===== config.mk =====
export PLATFORM = sky130hd
export DESIGN_NAME = chunk_row_issue
export DESIGN_NICKNAME = d
export VERILOG_FILES = /design/src/rtl/chunk_row_issue_pkg.sv /design/src/rtl/chunk_row_issue_linear_dot.sv /design/src/rtl/chunk_row_issue.sv
export SDC_FILE = /design/constraint.sdc
export NUM_CORES = 1
export LEC_CHECK = 0
export CAP_MARGIN = 20
export CORE_UTILIZATION = 31
export CTS_CLUSTER_SIZE = 28
export DETAILED_ROUTE_END_ITERATION = 8
export GPL_TIMING_DRIVEN = 0
export SLEW_MARGIN = 20
export SYNTH_ARGS = -nofsm -noshare
export SYNTH_HDL_FRONTEND = slang
export SYNTH_SLANG_ARGS = --single-unit

===== constraint.sdc =====
create_clock -name i_clk -period 4 [get_ports i_clk]
set_input_delay 0.6 -clock i_clk [delete_from_list [all_inputs] [get_ports i_clk]]
set_output_delay 0.6 -clock i_clk [all_outputs]
set_load 0.005 [all_outputs]

===== src/rtl/chunk_row_issue_pkg.sv =====
// Shared configuration constants and state encoding for the chunk row issuer.
// Optional statistics counters are enabled with the CHUNK_ROW_ISSUE_STAT_EN macro.
package chunk_row_issue_pkg;

  localparam int WORK_BW        = 16;
  localparam int DIM            = 3;
  localparam int N_ICFG         = 2;
  localparam int GLOBAL_ADDR_BW = 16;
  localparam int ROW_CNT_BW     = 8;

  typedef enum logic {
    ST_IDLE  = 1'b0,
    ST_ISSUE = 1'b1
  } issue_state_e;

endpackage


===== src/rtl/chunk_row_issue_linear_dot.sv =====
// Combinational base + sum(offset[d] * stride[d]), every product and sum wrapping
// modulo 2^BW_OUT.
module chunk_row_issue_linear_dot #(
  parameter int BW_IN  = 16,
  parameter int BW_OUT = 16,
  parameter int DIM    = 3
) (
  input  logic [BW_OUT-1:0]           base_i,
  input  logic [DIM-1:0][BW_IN-1:0]   ofs_i,
  input  logic [DIM-1:0][BW_OUT-1:0]  stride_i,
  output logic [BW_OUT-1:0]           sum_o
);

  // The multiply runs at the wider operand width; its low BW_OUT bits are the
  // product modulo 2^BW_OUT.
  localparam int PW = (BW_IN > BW_OUT) ? BW_IN : BW_OUT;

  always_comb begin
    sum_o = base_i;
    for (int d = 0; d < DIM; d++) begin
      sum_o = sum_o + BW_OUT'(PW'(ofs_i[d]) * PW'(stride_i[d]));
    end
  end

endmodule


===== src/rtl/chunk_row_issue.sv =====
// Turns each accepted multi-dim chunk offset into a sequence of row requests.
// Defining CHUNK_ROW_ISSUE_STAT_EN adds skipped-chunk and request counters.
module chunk_row_issue
  import chunk_row_issue_pkg::*;
#(
  parameter  int WBW     = WORK_BW,
  parameter  int DIM     = chunk_row_issue_pkg::DIM,
  parameter  int N_ICFG  = chunk_row_issue_pkg::N_ICFG,
  parameter  int GBW     = GLOBAL_ADDR_BW,
  parameter  int CBW     = ROW_CNT_BW,
  localparam int ICFG_BW = $clog2(N_ICFG + 1)
) (
  input  logic                                 i_clk,
  input  logic                                 i_rst,
  input  logic                                 i_mofs_rdy,
  output logic                                 i_mofs_ack,
  input  logic [DIM-1:0][WBW-1:0]              i_mofs,
  input  logic [ICFG_BW-1:0]                   i_id,
  input  logic                                 i_skip,
  input  logic [N_ICFG-1:0][DIM-1:0][GBW-1:0]  i_global_lstrides,
  input  logic [N_ICFG-1:0][GBW-1:0]           i_global_bases,
  input  logic [N_ICFG-1:0][GBW-1:0]           i_row_pitch,
  input  logic [N_ICFG-1:0][CBW-1:0]           i_nrow,
  input  logic [N_ICFG-1:0][CBW-1:0]           i_row_len,
  output logic                                 o_addr_rdy,
  input  logic                                 o_addr_ack,
  output logic [GBW-1:0]                       o_addr,
  output logic [CBW-1:0]                       o_len,
  output logic [ICFG_BW-1:0]                   o_id,
  output logic                                 o_last
`ifdef CHUNK_ROW_ISSUE_STAT_EN
  ,
  output logic [31:0]                          o_nskip,
  output logic [31:0]                          o_nreq
`endif
);

  // Config tables padded to every encodable id; unused ids read as nrow=0 and
  // therefore behave as skipped chunks.
  localparam int NCFG_PAD = 1 << ICFG_BW;

  logic [NCFG_PAD-1:0][DIM-1:0][GBW-1:0] lstr_pad;
  logic [NCFG_PAD-1:0][GBW-1:0]          base_pad;
  logic [NCFG_PAD-1:0][GBW-1:0]          pitch_pad;
  logic [NCFG_PAD-1:0][CBW-1:0]          nrow_pad;
  logic [NCFG_PAD-1:0][CBW-1:0]          len_pad;

  always_comb begin
    lstr_pad  = '0;
    base_pad  = '0;
    pitch_pad = '0;
    nrow_pad  = '0;
    len_pad   = '0;
    for (int c = 0; c < N_ICFG; c++) begin
      lstr_pad[c]  = i_global_lstrides[c];
      base_pad[c]  = i_global_bases[c];
      pitch_pad[c] = i_row_pitch[c];
      nrow_pad[c]  = i_nrow[c];
      len_pad[c]   = i_row_len[c];
    end
  end

  logic [GBW-1:0] start_addr;

  chunk_row_issue_linear_dot #(
    .BW_IN  (WBW),
    .BW_OUT (GBW),
    .DIM    (DIM)
  ) u_dot (
    .base_i   (base_pad[i_id]),
    .ofs_i    (i_mofs),
    .stride_i (lstr_pad[i_id]),
    .sum_o    (start_addr)
  );

  issue_state_e         state_q, state_d;
  logic [GBW-1:0]       addr_q,  addr_d;
  logic [CBW-1:0]       len_q,   len_d;
  logic [ICFG_BW-1:0]   id_q,    id_d;
  logic [CBW-1:0]       row_q,   row_d;
  logic                 accept;
  logic                 skip_chunk;
  logic                 row_last;

  assign o_addr_rdy = (state_q == ST_ISSUE);
  assign row_last   = (row_q == nrow_pad[id_q] - CBW'(1));
  assign o_last     = o_addr_rdy && row_last;
  assign skip_chunk = i_skip || (nrow_pad[i_id] == '0);

  // A new chunk is taken while idle or in the very cycle the last row is acked,
  // so consecutive chunks issue without a bubble.
  assign accept     = i_rst && i_mofs_rdy &&
                      ((state_q == ST_IDLE) || (o_addr_ack && o_last));
  assign i_mofs_ack = accept;

  assign o_addr = addr_q;
  assign o_len  = len_q;
  assign o_id   = id_q;

  // NOTE: every output of this block gets a default first, so no path leaves a
  // variable unassigned and no latch is inferred.
  always_comb begin
    state_d = state_q;
    addr_d  = addr_q;
    len_d   = len_q;
    id_d    = id_q;
    row_d   = row_q;
    if (accept) begin
      if (skip_chunk) begin
        state_d = ST_IDLE;
      end else begin
        state_d = ST_ISSUE;
        addr_d  = start_addr;
        len_d   = len_pad[i_id];
        id_d    = i_id;
        row_d   = '0;
      end
    end else if (o_addr_rdy && o_addr_ack) begin
      if (o_last) begin
        state_d = ST_IDLE;
      end else begin
        addr_d = addr_q + pitch_pad[id_q];
        row_d  = row_q + CBW'(1);
      end
    end
  end

  // NOTE: state registers use non-blocking assignments so every flop samples
  // the pre-edge values regardless of statement order.
  always_ff @(posedge i_clk or negedge i_rst) begin
    if (!i_rst) begin
      state_q <= ST_IDLE;
      addr_q  <= '0;
      len_q   <= '0;
      id_q    <= '0;
      row_q   <= '0;
    end else begin
      state_q <= state_d;
      addr_q  <= addr_d;
      len_q   <= len_d;
      id_q    <= id_d;
      row_q   <= row_d;
    end
  end

`ifdef CHUNK_ROW_ISSUE_STAT_EN
  logic [31:0] nskip_q;
  logic [31:0] nreq_q;

  always_ff @(posedge i_clk or negedge i_rst) begin
    if (!i_rst) begin
      nskip_q <= '0;
      nreq_q  <= '0;
    end else begin
      if (accept && skip_chunk)     nskip_q <= nskip_q + 32'd1;
      if (o_addr_rdy && o_addr_ack) nreq_q  <= nreq_q + 32'd1;
    end
  end

  assign o_nskip = nskip_q;
  assign o_nreq  = nreq_q;
`endif

endmodule


# ---- Word-level counts from Yosys, hierarchy flattened
# Index checks and enable logic that the tools add are counted.
dict set report word_totals {
  in_bits 247
  wordCells 58
  ff_bits 35
  out_inout_bits 29
}
dict set report classes {
  n_eq_ne 3
  n_addsub 6
  multipliers 3
  reduce_logical 13
  bitwise 2
  n_lt_le_gt_ge 2
  muxes 24
}
# cell count
set op_table {}
lappend op_table {{$bmux W48 S2} 1}
lappend op_table {{$mux W16} 6}
lappend op_table {{$add A16 B16 Y16} 4}
lappend op_table {{$bmux W16 S2} 2}
lappend op_table {{$mux W8} 7}
lappend op_table {{$bmux W8 S2} 3}
lappend op_table {{$mul A16 B16 Y16} 3}
lappend op_table {{$mux W48} 1}
lappend op_table {{$add A8 B1 Y8 const B} 1}
lappend op_table {{$eq A8 B8 Y1} 1}
lappend op_table {{$logic_not A8 Y1} 1}
lappend op_table {{$sub A8 B1 Y8 const B} 1}
lappend op_table {{$lt A2 B3 Y1 const B} 2}
lappend op_table {{$logic_and A1 B1 Y1} 5}
lappend op_table {{$mux W1} 4}
lappend op_table {{$ne A2 B2 Y1 const B} 2}
lappend op_table {{$reduce_and A2 Y1} 2}
lappend op_table {{$reduce_bool A2 Y1} 2}
lappend op_table {{$reduce_and A3 Y1} 1}
lappend op_table {{$logic_or A1 B1 Y1} 2}
lappend op_table {{$not A1 Y1} 2}

# ---- Logic depth before layout (Yosys ltp)
dict set report logic_depth {
  ltp_word 10
  ltp_mapped 35
}

# ---- Hierarchy
# A second synthesis with hierarchy kept.
dict set report hier_totals {
  hier_cells 1887
  hier_area_um2 16554.6
}
# mod seq_area_each_um2 cells_each area_each_um2 instances
set modules_own_cells {}
lappend modules_own_cells {chunk_row_issue_linear_dot 0.0 1387 12608.3 1}
lappend modules_own_cells {chunk_row_issue 875.8 500 3946.3 1}

# ---- Least setup slack after synthesis
# Ideal clock, no wire load.
dict set report synth_path {
  kind {in2reg}
  start {input port i_id[0]}
  end {register addr_q[15], in the netlist o_addr[15]}
  setup_time_ns 0.126
  t_arrival_ns 7.939
  stages 31
  path_slack_ns -4.065
  cell_sequence {buf_6 > buf_12 > buf_12 > buf_12 > mux2i_1 > nor2_2 > clkbuf_1 > nand2_1 > fa_1 > fa_1 > inv_1 > fa_1 > fa_1 > inv_1 > fa_1 > fa_1 > inv_1 > fa_1 > fa_1 > inv_1 > fa_1 > inv_1 > ha_1 > a21boi_0 > o21ai_0 > a21oi_1 > o21ai_0 > a21oi_1 > o41ai_1 > xnor2_1 > a21oi_1}
}
dict set report synth_between {
  elab_chain_len 8
  elab_cells_between_ends 18
  classes_between {3 x add/sub; 3 x mul; 1 x eq/ne; 8 x mux; 3 x reduce/logical}
}
# element line_no
set synth_rtl {}
lappend synth_rtl {{start, declared} chunk_row_issue.sv:18} ;# input logic [ICFG_BW-1:0] i_id,
lappend synth_rtl {{$bmux W48 S2} chunk_row_issue.sv:72} ;# .stride_i (lstr_pad[i_id]),
lappend synth_rtl {{$mux W48 (not written as such)} chunk_row_issue.sv:72}
lappend synth_rtl {{$mul A16 B16 Y16} chunk_row_issue_linear_dot.sv:21} ;# sum_o = sum_o + BW_OUT'(PW'(ofs_i[d]) * PW'(stride_i[d]));
lappend synth_rtl {{$add A16 B16 Y16 (3 in a row)} chunk_row_issue_linear_dot.sv:21}
lappend synth_rtl {{$mux W16} chunk_row_issue.sv:109} ;# if (skip_chunk) begin
lappend synth_rtl {{$mux W16} chunk_row_issue.sv:108} ;# if (accept) begin
lappend synth_rtl {{end signal, assigned} chunk_row_issue.sv:139} ;# addr_q <= addr_d;
lappend synth_rtl {{end, declared} chunk_row_issue.sv:77} ;# logic [GBW-1:0] addr_q, addr_d;
# Parallel ways exist; a longest one is shown, timed or not. The select of a mux whose other input is x is not followed.
# A chain may end at the register's enable or synchronous reset.

# ---- Worst setup path after layout
# Same ends and word-level chain as after synthesis.

==> flow_summary_export.csv <==
group,metric,value,unit
status,status,"finished, violations left",
power,power.leakage,0.0106,uW
route,vias,14085,
worst_setup_path,criticalPathCategory,"in -> reg",
grt,antenna_found_initial,2,
route,first_pass_iters,5,
worst_setup_path,required,4.17,ns
yosys,synth_area,0.0169,mm2
worst_setup_path,rr_worst_depth,17,
worst_setup_path,crit_family,"adder cells",
yosys,yosysMostFrequentCell,"inv_1",
layout,area_delta_synth_final,34.3,%
yosys,synthFlopType,"dfrtp_1",
clock_tree,clk_pin_slew,0.06,ns
layout,fill_cells,5316,
yosys,synth_commonest_cells,"inv_1 (392), fa_1 (303), and2_1 (254)",
place,pre_cts_slack,-6.25,ns
timing,slew_headroom,0.428,
worst_setup_path,crit_path_start,"i_id[0]",
yosys,synth_top_area_frac,0.359,
grt,grt_use_total,0.207,
route,wl,57100,um
timing,worst_slack,-4.00,ns
route,met1_length,22900,um
power,finalPower,22900,uW
clock_tree,insertion_delay,0.28,ns
worst_setup_path,crit_fanout,5,
timing,setup_viol,14,
power,p_int,11300,uW
worst_setup_path,start_kind,"primary input",
layout,drive_gt1_frac,0.153,
yosys,synth_top_area_cell,"fa_1",
grt,grt_max_degree,31,
die,dieArea,0.0554,mm2
power,power_frac_clock,0.017,
clock_tree,htree_levels,2,
grt,grt_pass1_vias,15272,
yosys,syn_avg_cell_area,8.88,um2
yosys,ys.warnings.count,0,
route,ant_nets,0,
die,core-area,0.0538,mm2
die,die_y,235,um
clock_tree,cts_buffer_depth,2,
layout,nets,2969,
die,row_count,85,
job,cap_violations,0,
yosys,ys_ff_latch,35,
clock_tree,numCtsBuffers,5,
layout,layout.area.seq,877,um2
layout,multi_input_area,0.0151,mm2
timing,post-route-period-util,2.00,
die,start_util,0.314,
power,switchingPower,11600,uW
timing,fin_crit,8.00,ns
min_path,hold_path_class,"in -> async",
route,via_per_inst,4.76,
clock_tree,root_buffer,"clkbuf_16",
timing,grt_setup_unrepaired,"true",
place,dpl.hpwl,47500,um
power,power_density,1010,mW/mm2
worst_setup_path,endpoint_kind,"flop",
worst_setup_path,critical_path.max_stage_delay,0.57,ns
die,io-pin-count,276,
yosys,ys_seq_area_frac,0.0519,
status,violations,"setup timing",
power,p_comb_frac,0.954,
route,wl_met3,2990,um
clock_tree,cts_sinks,35,
yosys,synthTopCellsByArea,"fa_1 (36%), ha_1 (11%), and2_1 (9.4%)",
route,dr.first_iter.drc_count,726,
worst_setup_path,critical_path.most_common_cell,"fa_1",
clock_tree,cts_tree,"done",
yosys,synthArstFlopShare,1.00,
route,maxUsedRoutingLayer,"met4",
timing,hold_violations,0,
place,gp_congestion,0.918,
worst_setup_path,path_buf_inv,10,
worst_setup_path,worstSetupPathDepth,31,
worst_setup_path,r2r-start,"o_id[0]",
worst_setup_path,regToRegEndpoint,"o_addr[12]",
worst_setup_path,crit_arrival,8.17,ns
yosys,synthCells,1901,
yosys,yosysUniqueCellTypes,67,
worst_setup_path,r2r_slack,-0.54,ns
route,routedWlPerCell,19.3,um
place,port_buffers,272,
grt,grt_remaining_overflow,0,
timing,fmax,0.125,GHz
power,peakVddDrop,2.26,mV
timing,finalMaxSlewViolations,0,
timing,fin_skew,0.00609,ns
power,p_sw_frac,0.506,
yosys,synth_edf_count,0,
worst_setup_path,critPathCapture,"o_addr[15]",
yosys,synth_nets,2606,
layout,n_antenna_cell,0,
grt,grt_pass1_wl,88200,um
route,routed-wl-met2,29000,um
power,sequentialPowerShare,0.029,
die,fp.dieW,235,um
route,drc_errors,0,
timing,worst_pin_slew,0.858,ns
worst_setup_path,crit_slowest_cell,"fa_1",
==> power by group through the flow <==
stage / registers, uW / logic (uW) / clock network (uW)
after CTS: 675 / 21100 / 402
after global placement: 669 / 18000 / 0
after detailed placement: 681 / 18100 / 0
after global routing: 696 / 23800 / 413
after floorplan: 653 / 14100 / 0
final: 675 / 21800 / 388
==> repair_timing <==
action,CTS,global route
buffers inserted,60,26
hold buffers,0,0
pin swaps,76,78
gates cloned,3,0
resized for setup,213,100
endpoints found under the setup margin,29,34
==> sequential cells by signal, summed over array words and instances, names as in the netlist <==
register    cells
o_addr         16
o_len           8
row_q           8
o_id            2
o_addr_rdy      1
==> final cells by class <==
class / instances / share of cell area
multi-input combinational: 1403 / 0.664
sequential: 35 / 0.0387
inverter: 392 / 0.0652
timing repair buffer: 360 / 0.158
clock inverter: 1 / 0.000221
tap: 696 / 0.0384
clock buffer: 6 / 0.00613
buffer: 67 / 0.0295
==> logic make-up (layout without fill, tap and decap cells) <==
group           Yosys count  in the layout  share of synthesized area
fa+ha+maj               458            458                      0.474
buf+inv                 463            826                      0.111
xor+xnor                114            114                     0.0657
mux                     106            106                     0.0637
simple gates            609            609                      0.187
compound gates          116            116                     0.0462
flops                    35             35                     0.0519
==> metrics by stage <==
| stage | util | TNS, ns | instances | hold WS [ns] | cell area [um2] |
|---|---|---|---|---|---|
| after floorplan | - | -38.65 | 1901 | 0.304 | 17100 |
| after global placement | 0.384 | -73.79 | 2869 | 0.506 | 20700 |
| after detailed placement | 0.384 | -72.04 | 2870 | 0.470 | 20700 |
| after CTS | 0.412 | -42.14 | 2938 | 0.164 | 22200 |
| after global routing | 0.421 | -44.71 | 2960 | 0.176 | 22700 |
| final | 0.421 | -41.59 | 2960 | 0.164 | 22700 |
==> routing by layer <==
| layer | GRT usage | vias to the layer above |
|---|---|---|
| met1 | 0.258 | 7075 |
| met5 | 0 | - |
| met3 | 0.0206 | 74 |
| met2 | 0.376 | 433 |
| met4 | 0.0636 | 0 |
| li1 | - | 6503 |
==> layout by cell type, fill, tap and decap left out, types with 20 or more instances in the layout <==
master	n
clkdlybuf4s50_1	260
buf_4	70
buf_6	22
nor2_4	20
dfrtp_1	34
and2_1	245
xnor2_1	79
fa_1	295
xor2_1	22
mux2i_1	75
inv_1	361
ha_1	128
nand2_1	155
nor3_1	23
ha_4	25
inv_2	29
nor2_1	75
==> worst min-delay path by stage <==
stage | slack [ns] | startpoint | end | depth (start not counted)
finish | 0.16 | i_rst | o_id[1] | 1
global route | 0.18 | i_rst | o_addr[12] | 1
CTS | 0.16 | i_rst | o_addr[12] | 1
detailed placement | 0.47 | i_rst | o_id[1] | 1
global placement | 0.51 | o_addr[4] | o_addr[4] | 2
floorplan | 0.30 | i_rst | o_addr[0] | 0
==> worst register-to-register path, stage by stage (launching register included) <==
cell and delay (ns):
dfrtp_1 0.35, buf_6 0.11, buf_6 0.14, buf_12 0.16, buf_1 0.66, mux2i_1 0.31
nor2_1 0.06, ha_1 0.33, nor2b_1 0.14, o21ai_0 0.22, a21boi_0 0.16, o21ai_0 0.23
a21boi_0 0.22, o21ai_0 0.49, a21boi_0 0.19, o31a_1 0.26, o2bb2ai_1 0.12, mux2_4 0.27
(Power assumes the default switching activity.)
